**config.mk**
```make
export PLATFORM = sky130hd
export DESIGN_NAME = pic_exec_unit
export DESIGN_NICKNAME = d
export VERILOG_FILES = /design/src/rtl/pic_pkg.sv /design/src/rtl/pic_alu_core.sv /design/src/rtl/pic_exec_unit.sv
export SDC_FILE = /design/constraint.sdc
export NUM_CORES = 2
export LEC_CHECK = 0
export BUFFER_PORTS_ARGS = -buffer_cell sky130_fd_sc_hd__clkbuf_2
export CAP_MARGIN = 20
export CORE_MARGIN = 2
export CORE_UTILIZATION = 35
export DETAILED_ROUTE_END_ITERATION = 8
export GPL_TIMING_DRIVEN = 1
export PLACE_DENSITY_LB_ADDON = 0.05
export SETUP_SLACK_MARGIN = 0.4
export SLEW_MARGIN = 0
export SYNTH_ARGS = -nofsm -noshare
export SYNTH_HDL_FRONTEND = slang
export SYNTH_SLANG_ARGS = --single-unit
```
**constraint.sdc**
```tcl
create_clock -name clk -period 5.87 [get_ports clk]
set_input_delay 1.174 -clock clk [delete_from_list [all_inputs] [get_ports clk]]
set_output_delay 1.174 -clock clk [all_outputs]
set_load 0.02 [all_outputs]
```
**src/rtl/pic_pkg.sv**
```systemverilog
// Shared definitions for the PIC16-class execute unit: opcode fields, SFR map,
// STATUS bit positions, FSM states and the 8-bit add helper used by the ALU.
package pic_pkg;

    localparam logic [6:0] ADDR_INDF     = 7'h00;
    localparam logic [6:0] ADDR_STATUS   = 7'h03;
    localparam logic [6:0] ADDR_FSR      = 7'h04;
    localparam logic [6:0] ADDR_GPR_BASE = 7'h0C;

    localparam int STAT_C   = 0;
    localparam int STAT_DC  = 1;
    localparam int STAT_Z   = 2;
    localparam int STAT_PD  = 3;
    localparam int STAT_TO  = 4;
    localparam int STAT_RP0 = 5;
    localparam int STAT_RP1 = 6;
    localparam int STAT_IRP = 7;

    localparam logic [7:0] STATUS_RESET = 8'h18;

    // Flag masks line up with STATUS[2:0] = {Z, DC, C}
    localparam logic [2:0] FLAG_NONE = 3'b000;
    localparam logic [2:0] FLAG_C    = 3'b001;
    localparam logic [2:0] FLAG_Z    = 3'b100;
    localparam logic [2:0] FLAG_ALL  = 3'b111;

    localparam logic [1:0] CLS_BYTE = 2'b00;
    localparam logic [1:0] CLS_BIT  = 2'b01;
    localparam logic [1:0] CLS_CTRL = 2'b10;
    localparam logic [1:0] CLS_LIT  = 2'b11;

    localparam logic [3:0] OP_MOVWF_NOP = 4'h0;
    localparam logic [3:0] OP_CLR       = 4'h1;
    localparam logic [3:0] OP_SUBWF     = 4'h2;
    localparam logic [3:0] OP_DECF      = 4'h3;
    localparam logic [3:0] OP_IORWF     = 4'h4;
    localparam logic [3:0] OP_ANDWF     = 4'h5;
    localparam logic [3:0] OP_XORWF     = 4'h6;
    localparam logic [3:0] OP_ADDWF     = 4'h7;
    localparam logic [3:0] OP_MOVF      = 4'h8;
    localparam logic [3:0] OP_COMF      = 4'h9;
    localparam logic [3:0] OP_INCF      = 4'hA;
    localparam logic [3:0] OP_DECFSZ    = 4'hB;
    localparam logic [3:0] OP_RRF       = 4'hC;
    localparam logic [3:0] OP_RLF       = 4'hD;
    localparam logic [3:0] OP_SWAPF     = 4'hE;
    localparam logic [3:0] OP_INCFSZ    = 4'hF;

    localparam logic [1:0] BOP_BCF   = 2'b00;
    localparam logic [1:0] BOP_BSF   = 2'b01;
    localparam logic [1:0] BOP_BTFSC = 2'b10;
    localparam logic [1:0] BOP_BTFSS = 2'b11;

    typedef enum logic [2:0] {
        ST_CLEAR = 3'd0,
        ST_IDLE  = 3'd1,
        ST_READ  = 3'd2,
        ST_EXEC  = 3'd3,
        ST_WRITE = 3'd4
    } state_e;

    typedef struct packed {
        logic [7:0] sum;
        logic       c;
        logic       dc;
    } alu_sum_t;

    // Subtraction is a + ~b + 1, so carry out doubles as "no borrow"
    function automatic alu_sum_t add8(input logic [7:0] a, input logic [7:0] b, input logic cin);
        alu_sum_t   r;
        logic [8:0] full;
        logic [4:0] low;
        full = {1'b0, a} + {1'b0, b} + {8'h00, cin};
        low  = {1'b0, a[3:0]} + {1'b0, b[3:0]} + {4'h0, cin};
        r.sum = full[7:0];
        r.c   = full[8];
        r.dc  = low[4];
        return r;
    endfunction

endpackage

```
**src/rtl/pic_alu_core.sv**
```systemverilog
// Combinational PIC16 operation decode and datapath: produces the result,
// flag values, flag write mask, destination, skip and unsupported indication.
module pic_alu_core
    import pic_pkg::*;
(
    input  logic [13:0] instr,
    input  logic [7:0]  w,
    input  logic [7:0]  f_val,
    input  logic        c_in,
    output logic [7:0]  result,
    output logic        c_out,
    output logic        dc_out,
    output logic        z_out,
    output logic [2:0]  writes_flags,
    output logic        dest_w,
    output logic        dest_f,
    output logic        skip,
    output logic        unsupported
);

    logic       d_bit;
    logic [7:0] k;
    logic [7:0] bit_mask;
    alu_sum_t   add_fw;
    alu_sum_t   sub_fw;
    alu_sum_t   add_kw;
    alu_sum_t   sub_kw;

    assign d_bit    = instr[7];
    assign k        = instr[7:0];
    assign bit_mask = 8'h01 << instr[9:7];
    assign add_fw   = add8(f_val, w, 1'b0);
    assign sub_fw   = add8(f_val, ~w, 1'b1);
    assign add_kw   = add8(k, w, 1'b0);
    assign sub_kw   = add8(k, ~w, 1'b1);
    assign z_out    = (result == 8'h00);

    // Opcode decode and datapath
    always_comb begin
        result       = 8'h00;
        c_out        = c_in;
        dc_out       = 1'b0;
        writes_flags = FLAG_NONE;
        dest_w       = 1'b0;
        dest_f       = 1'b0;
        skip         = 1'b0;
        unsupported  = 1'b0;
        case (instr[13:12])
            CLS_BYTE: begin
                dest_w = ~d_bit;
                dest_f = d_bit;
                case (instr[11:8])
                    OP_MOVWF_NOP: begin
                        dest_w = 1'b0;
                        if (d_bit) begin
                            result = w;
                            dest_f = 1'b1;
                        end else if (instr[4:0] == 5'h00) begin
                            dest_f = 1'b0;
                        end else begin
                            dest_f      = 1'b0;
                            unsupported = 1'b1;
                        end
                    end
                    OP_CLR: begin
                        result = 8'h00;
                        writes_flags = FLAG_Z;
                    end
                    OP_SUBWF: begin
                        result = sub_fw.sum;
                        c_out  = sub_fw.c;
                        dc_out = sub_fw.dc;
                        writes_flags = FLAG_ALL;
                    end
                    OP_DECF: begin
                        result = f_val - 8'h01;
                        writes_flags = FLAG_Z;
                    end
                    OP_IORWF: begin
                        result = f_val | w;
                        writes_flags = FLAG_Z;
                    end
                    OP_ANDWF: begin
                        result = f_val & w;
                        writes_flags = FLAG_Z;
                    end
                    OP_XORWF: begin
                        result = f_val ^ w;
                        writes_flags = FLAG_Z;
                    end
                    OP_ADDWF: begin
                        result = add_fw.sum;
                        c_out  = add_fw.c;
                        dc_out = add_fw.dc;
                        writes_flags = FLAG_ALL;
                    end
                    OP_MOVF: begin
                        result = f_val;
                        writes_flags = FLAG_Z;
                    end
                    OP_COMF: begin
                        result = ~f_val;
                        writes_flags = FLAG_Z;
                    end
                    OP_INCF: begin
                        result = f_val + 8'h01;
                        writes_flags = FLAG_Z;
                    end
                    OP_DECFSZ: begin
                        result = f_val - 8'h01;
                        skip   = (f_val == 8'h01);
                    end
                    OP_RRF: begin
                        result = {c_in, f_val[7:1]};
                        c_out  = f_val[0];
                        writes_flags = FLAG_C;
                    end
                    OP_RLF: begin
                        result = {f_val[6:0], c_in};
                        c_out  = f_val[7];
                        writes_flags = FLAG_C;
                    end
                    OP_SWAPF: begin
                        result = {f_val[3:0], f_val[7:4]};
                    end
                    OP_INCFSZ: begin
                        result = f_val + 8'h01;
                        skip   = (f_val == 8'hFF);
                    end
                    default: begin
                        dest_w      = 1'b0;
                        dest_f      = 1'b0;
                        unsupported = 1'b1;
                    end
                endcase
            end
            CLS_BIT: begin
                case (instr[11:10])
                    BOP_BCF: begin
                        result = f_val & ~bit_mask;
                        dest_f = 1'b1;
                    end
                    BOP_BSF: begin
                        result = f_val | bit_mask;
                        dest_f = 1'b1;
                    end
                    BOP_BTFSC: skip = ((f_val & bit_mask) == 8'h00);
                    BOP_BTFSS: skip = ((f_val & bit_mask) != 8'h00);
                    default:   unsupported = 1'b1;
                endcase
            end
            CLS_LIT: begin
                dest_w = 1'b1;
                casez (instr[11:8])
                    4'b00??: result = k;
                    4'b1000: begin
                        result = k | w;
                        writes_flags = FLAG_Z;
                    end
                    4'b1001: begin
                        result = k & w;
                        writes_flags = FLAG_Z;
                    end
                    4'b1010: begin
                        result = k ^ w;
                        writes_flags = FLAG_Z;
                    end
                    4'b110?: begin
                        result = sub_kw.sum;
                        c_out  = sub_kw.c;
                        dc_out = sub_kw.dc;
                        writes_flags = FLAG_ALL;
                    end
                    4'b111?: begin
                        result = add_kw.sum;
                        c_out  = add_kw.c;
                        dc_out = add_kw.dc;
                        writes_flags = FLAG_ALL;
                    end
                    default: begin
                        dest_w      = 1'b0;
                        unsupported = 1'b1;
                    end
                endcase
            end
            default: unsupported = 1'b1;
        endcase
    end

endmodule

```
**src/rtl/pic_exec_unit.sv**
```systemverilog
// PIC16-class execute unit: instruction handshake, CLEAR/READ/EXEC/WRITE
// sequencing, W/STATUS/FSR, banked GPR file and indirect addressing.
module pic_exec_unit
    import pic_pkg::*;
#(
    parameter int  NUM_BANKS = 2,
    parameter int  GPR_DEPTH = 68,
    localparam int ADDR_W    = 7 + $clog2(NUM_BANKS)
) (
    input  logic              clk,
    input  logic              rst,
    input  logic              instr_valid,
    output logic              instr_ready,
    input  logic [13:0]       instr,
    output logic              done,
    output logic              skip,
    output logic              unsupported,
    output logic [7:0]        w_reg,
    output logic [7:0]        status,
    input  logic [ADDR_W-1:0] dbg_addr,
    output logic [7:0]        dbg_data
);

    localparam int GPR_TOTAL = NUM_BANKS * GPR_DEPTH;
    localparam int IDX_W     = (GPR_TOTAL > 1) ? $clog2(GPR_TOTAL) : 1;

    state_e            state_q, state_d;
    logic [IDX_W-1:0]  clr_idx_q, clr_idx_d;
    logic [13:0]       instr_q, instr_d;
    logic [ADDR_W-1:0] ea_q, ea_d;
    logic [7:0]        opnd_q, opnd_d;
    logic [7:0]        w_q, w_d;
    logic [7:0]        status_q, status_d;
    logic [7:0]        fsr_q, fsr_d;
    logic [7:0]        res_q, res_d;
    logic [2:0]        flags_q, flags_d;
    logic [2:0]        fmask_q, fmask_d;
    logic              dest_w_q, dest_w_d;
    logic              dest_f_q, dest_f_d;
    logic              done_q, done_d;
    logic              skip_q, skip_d;
    logic              unsup_q, unsup_d;
    logic [7:0]        gpr_q [GPR_TOTAL];
    logic [7:0]        gpr_d [GPR_TOTAL];

    logic [ADDR_W-1:0] op_ea;
    logic [7:0]        status_wr;
    logic [7:0]        alu_result;
    logic              alu_c, alu_dc, alu_z;
    logic [2:0]        alu_fmask;
    logic              alu_dest_w, alu_dest_f, alu_skip, alu_unsup;

    function automatic logic gpr_hit(input logic [ADDR_W-1:0] ea);
        return (int'(ea[6:0]) >= int'(ADDR_GPR_BASE)) &&
               (int'(ea[6:0]) < int'(ADDR_GPR_BASE) + GPR_DEPTH);
    endfunction

    function automatic logic [IDX_W-1:0] gpr_index(input logic [ADDR_W-1:0] ea);
        return IDX_W'((int'(ea) >> 7) * GPR_DEPTH + int'(ea[6:0]) - int'(ADDR_GPR_BASE));
    endfunction

    // INDF itself, unused SFR slots and addresses past the GPR range all read as zero
    function automatic logic [7:0] read_map(input logic [ADDR_W-1:0] ea);
        logic [7:0] val;
        if (ea[6:0] == ADDR_STATUS) begin
            val = status_q;
        end else if (ea[6:0] == ADDR_FSR) begin
            val = fsr_q;
        end else if (gpr_hit(ea)) begin
            val = gpr_q[gpr_index(ea)];
        end else begin
            val = 8'h00;
        end
        return val;
    endfunction

    pic_alu_core u_alu (
        .instr        (instr_q),
        .w            (w_q),
        .f_val        (opnd_q),
        .c_in         (status_q[STAT_C]),
        .result       (alu_result),
        .c_out        (alu_c),
        .dc_out       (alu_dc),
        .z_out        (alu_z),
        .writes_flags (alu_fmask),
        .dest_w       (alu_dest_w),
        .dest_f       (alu_dest_f),
        .skip         (alu_skip),
        .unsupported  (alu_unsup)
    );

    // Effective address of the latched instruction: indirect through FSR when f is INDF
    always_comb begin
        if (instr_q[6:0] == ADDR_INDF) begin
            op_ea = ADDR_W'({status_q[STAT_IRP], fsr_q});
        end else begin
            op_ea = ADDR_W'({status_q[STAT_RP1], status_q[STAT_RP0], instr_q[6:0]});
        end
    end

    // A STATUS destination keeps TO/PD; computed flags then override their own bits
    always_comb begin
        if (dest_f_q && (ea_q[6:0] == ADDR_STATUS)) begin
            status_wr = {res_q[7:5], status_q[STAT_TO], status_q[STAT_PD], res_q[2:0]};
        end else begin
            status_wr = status_q;
        end
    end

    // FSM next state, register file update and completion report
    always_comb begin
        state_d   = state_q;
        clr_idx_d = clr_idx_q;
        instr_d   = instr_q;
        ea_d      = ea_q;
        opnd_d    = opnd_q;
        w_d       = w_q;
        status_d  = status_q;
        fsr_d     = fsr_q;
        res_d     = res_q;
        flags_d   = flags_q;
        fmask_d   = fmask_q;
        dest_w_d  = dest_w_q;
        dest_f_d  = dest_f_q;
        done_d    = 1'b0;
        skip_d    = 1'b0;
        unsup_d   = 1'b0;
        gpr_d     = gpr_q;
        case (state_q)
            ST_CLEAR: begin
                gpr_d[clr_idx_q] = 8'h00;
                if (clr_idx_q == IDX_W'(GPR_TOTAL - 1)) begin
                    clr_idx_d = {IDX_W{1'b0}};
                    state_d   = ST_IDLE;
                end else begin
                    clr_idx_d = clr_idx_q + {{(IDX_W-1){1'b0}}, 1'b1};
                end
            end
            ST_IDLE: begin
                if (instr_valid) begin
                    instr_d = instr;
                    state_d = ST_READ;
                end else begin
                    state_d = ST_IDLE;
                end
            end
            ST_READ: begin
                ea_d    = op_ea;
                opnd_d  = read_map(op_ea);
                state_d = ST_EXEC;
            end
            ST_EXEC: begin
                res_d    = alu_result;
                flags_d  = {alu_z, alu_dc, alu_c};
                fmask_d  = alu_fmask;
                dest_w_d = alu_dest_w;
                dest_f_d = alu_dest_f;
                done_d   = 1'b1;
                skip_d   = alu_skip;
                unsup_d  = alu_unsup;
                state_d  = ST_WRITE;
            end
            ST_WRITE: begin
                if (dest_w_q) begin
                    w_d = res_q;
                end else begin
                    w_d = w_q;
                end
                status_d = (status_wr & ~{5'b00000, fmask_q}) | {5'b00000, flags_q & fmask_q};
                if (dest_f_q && (ea_q[6:0] == ADDR_FSR)) begin
                    fsr_d = res_q;
                end else begin
                    fsr_d = fsr_q;
                end
                if (dest_f_q && gpr_hit(ea_q)) begin
                    gpr_d[gpr_index(ea_q)] = res_q;
                end else begin
                    gpr_d = gpr_q;
                end
                state_d = ST_IDLE;
            end
            default: begin
                clr_idx_d = {IDX_W{1'b0}};
                state_d   = ST_CLEAR;
            end
        endcase
    end

    // Control and architectural registers with synchronous reset
    always_ff @(posedge clk) begin
        if (rst) begin
            state_q   <= ST_CLEAR;
            clr_idx_q <= {IDX_W{1'b0}};
            instr_q   <= 14'h0000;
            ea_q      <= {ADDR_W{1'b0}};
            opnd_q    <= 8'h00;
            w_q       <= 8'h00;
            status_q  <= STATUS_RESET;
            fsr_q     <= 8'h00;
            res_q     <= 8'h00;
            flags_q   <= 3'b000;
            fmask_q   <= 3'b000;
            dest_w_q  <= 1'b0;
            dest_f_q  <= 1'b0;
            done_q    <= 1'b0;
            skip_q    <= 1'b0;
            unsup_q   <= 1'b0;
        end else begin
            state_q   <= state_d;
            clr_idx_q <= clr_idx_d;
            instr_q   <= instr_d;
            ea_q      <= ea_d;
            opnd_q    <= opnd_d;
            w_q       <= w_d;
            status_q  <= status_d;
            fsr_q     <= fsr_d;
            res_q     <= res_d;
            flags_q   <= flags_d;
            fmask_q   <= fmask_d;
            dest_w_q  <= dest_w_d;
            dest_f_q  <= dest_f_d;
            done_q    <= done_d;
            skip_q    <= skip_d;
            unsup_q   <= unsup_d;
        end
    end

    // GPR storage is zeroed by the CLEAR walk, so reset only blocks pending writes
    always_ff @(posedge clk) begin
        if (rst) begin
            gpr_q <= gpr_q;
        end else begin
            gpr_q <= gpr_d;
        end
    end

    assign instr_ready = (state_q == ST_IDLE);
    assign done        = done_q;
    assign skip        = skip_q;
    assign unsupported = unsup_q;
    assign w_reg       = w_q;
    assign status      = status_q;
    assign dbg_data    = read_map(dbg_addr);

endmodule
```
==> flow_summary.toml <==
[pwr]
peakVddDrop_mv = 0.328
p_per_area_nw_per_um2 = 266
p_leak_uw = 0.0298

[worst_setup_path]
critical_path_class = "in2out"
crit_path_end_kind = "output pin"
required_ps = 4700
arrival_ps = 4300
critPathLaunchType = "primary input"
crit_fanout = 18
reg2regPathDepth = 16

[final_layout]
finalNonFillerCells = 9812
nets = 7113
utilization_pct = 40.2
largest_reg_flops = 1088
largest_registers = "gpr_q: 1088 flops, instr_q: 14 flops"
top_register = "gpr_q"
syn_to_final_growth_pct = 14.0
drive_gt1_share_pct = 16.2

[sta]
relSlewSlack_pct = -1.31
hold_viol = 0
fin_setup_tns_ps = 0
finalWorstSetupSlack_ps = 396
tightest_slew_ps = 1520
setup_viol = 0
fmax_mhz = 183
finalMaxSlewViolations = 12
grt_setup_unrepaired = "false"
period_share_pct = 93.2
hold_ws_ps = 490
min_period_ps = 5470
finalClockSkew_ps = 41.0

[detailed_routing]
vias = 64800
wl_per_cell_um = 38.6
via_per_inst = 6.61
first_pass_iters = 6
drt_iter0_drc = 10100
routed_wl_um = 379000
drc = 0
final_antenna_net_count = 0

[global_route]
grt_start_max_net_pins = 141
met1_usage_pct = 49.3
antenna_found_initial = 35
grt_overflow = 0
grt_pass1_wl_um = 515000
grt_usage_pct = 35.1
first_global_vias = 59100
gr-usage-met3_pct = 7.57
grt_busiest_layer = "met2"
grtUsageMet2_pct = 50.5

[synthesis]
synth_simple_gate_area_share_pct = 13.2
synth_top_cell_area_share_pct = 45.2
netlist.top_cell.by_area = "edfxtp_1"
syn_avg_cell_area_um2 = 10.3
synth_compound_area_share_pct = 16.3
ys_ff_latch = 1170
synth_area_um2 = 72200
yosys.cell_types.count = 91
ys.flop_type = "edfxtp_1"
synthAdderAreaFrac_pct = 1.53
synth_xor_area_share_pct = 0.352
seq_area_frac_synth_pct = 47.5
async_flop_share_pct = 0
synth_area_leaders = "edfxtp_1 (45%), mux4_2 (13%), nand2_1 (8.9%), o21ai_0 (8.0%), mux2i_1 (3.8%)"
synth_top_family_by_area = "multiplexers"
synth_cells = 6991
synth_mux_area_share_pct = 17.5
synth.yosys.warnings = 0
synth-edff-count = 1088

[worst_hold_path]
hp-class = "reg2reg"
hold_depth = 1

[floorplan]
initial_utilization_pct = 35.3
dieArea_um2 = 210000
core_area_um2 = 205000
top_level_ports = 53
die_w_um = 458
std_cell_rows = 166
die_y_um = 458

[cts]
cts_htree_levels = 4
cts.path.max_buffers = 3
cts_tree = "built"
clk_latency_ps = 850
clockRootBuffer = "clkbuf_16"
clk_pin_slew_ps = 60
clock_sinks = 1170
numCtsBuffers = 146

[run_status]
outcome = "complete, but fails checks"
violations = "max-slew violations"

[placed_design]
place_ws_ps = -213
dp.final_hpwl_um = 268000
gp_congestion = 1.04
dp_cells = 9522
portBuffers = 50

[job]
drv_cap = 0
==> layer usage <==
metal / share of wire (%) / vias to the layer above
li1: - / 26500
met1: 42 / 33400
met2: 42 / 4234
met3: 10 / 753
met4: 5.9 / 16
met5: 0.028 / -
==> critical path: stages <==
cell and delay, ps:
buf_12 200, buf_12 220, mux4_2 540, mux4_2 470
nor2b_1 170, a211oi_2 290, buf_4 210, a211oi_2 70
buf_4 180, a211oi_4 280, nor3_1 100, buf_4 160
clkbuf_2 150
==> through the flow <==
stage | power, uW | area, um2
finish | 21900 | 82300
global route | 22400 | 82300
CTS | 21900 | 82100
detailed placement | 12600 | 77000
global placement | 12600 | 76900
floorplan | 11400 | 72200
==> final timing paths <==
| kind | end | slack [ps] | startpoint |
|---|---|---|---|
| worst max-delay path | dbg_data[7] | 400 | dbg_addr[1] |
| worst min-delay path | flags_q[2]$_SDFFE_PP0P_ | 490 | flags_q[2]$_SDFFE_PP0P_ |
| worst max register to register | opnd_q[3]$_SDFFE_PP0P_ | 440 | instr_q[0]$_SDFFE_PP0P_ |
| worst min register to register | flags_q[2]$_SDFFE_PP0P_ | 490 | flags_q[2]$_SDFFE_PP0P_ |
==> area by class of cell <==
type | count | area, um2
clock inverters | 78 | 830
diodes | 8 | 20.0
clock buffers | 184 | 3890
repair buffers | 380 | 3580
well taps | 2688 | 3360
fillers | 20100 | 122000
flip-flops and latches | 1170 | 34300
inverters | 96 | 368
multi-input cells | 5208 | 36000
==> cell usage in the layout (no fill, tap or decap), types with 16 or more instances in the layout <==
cell type	n
buf_12	37
inv_1	91
o21ai_0	1149
a21oi_1	460
buf_4	272
a21o_1	16
nand3_1	146
o22ai_1	35
a211oi_1	82
clkbuf_2	45
a2111oi_0	19
nor3_1	51
mux4_2	431
nor2_1	138
mux2i_1	269
nor4_1	21
mux2_2	18
nand2b_1	35
dfxtp_1	79
edfxtp_1	1088
o221ai_1	22
ha_1	77
and3_1	16
clkinv_2	18
clkbuf_16	155
a22oi_1	29
clkbuf_1	33
a32oi_1	29
nand2_1	1695
a31oi_1	20
o211ai_1	17
nand4_1	16
nor2b_1	41
or3_1	23
clkinv_1	30
==> synthesized netlist by cell type, drive strengths merged, types with 18 or more instances <==
cell type	n
a2111oi	20
a211oi	96
a21o	18
a21oi	464
a22oi	29
a31oi	20
a32oi	29
and2	25
and3	20
buf	177
clkbuf	341
dfxtp	82
edfxtp	1088
ha	82
inv	93
mux2	18
mux2i	275
mux4	431
nand2	1704
nand2b	35
nand3	146
nor2	152
nor2b	42
nor3	67
nor4	24
o21ai	1152
o221ai	23
o22ai	35
or3	25
==> logic make-up (layout without fill, tap and decap cells) <==
kind of cell	count (synthesis)	after routing
other	1	10
AOI/OAI and AO/OA	2074	2074
muxes	724	724
and+or+nand+nor	2293	2293
adders and majority gates	86	86
xor gates and xnor gates	29	29
DFF	1170	1170
buffers and inverters	614	738
==> repair_timing <==
item,CTS,global route
setup buffers,7,4
hold endpoints to repair,0,0
hold buffers,0,0
cloned,2,5
gates resized for setup,39,23
pin swaps,3,3
endpoints found under the setup margin,8,9
==> where the power goes <==
group          switching (uW)  internal [uW]  total, uW
logic                    1390           1010       2400
clock network            3930           5320       9250
registers                 581           9680      10300
Power figures use the tool's default switching activity.
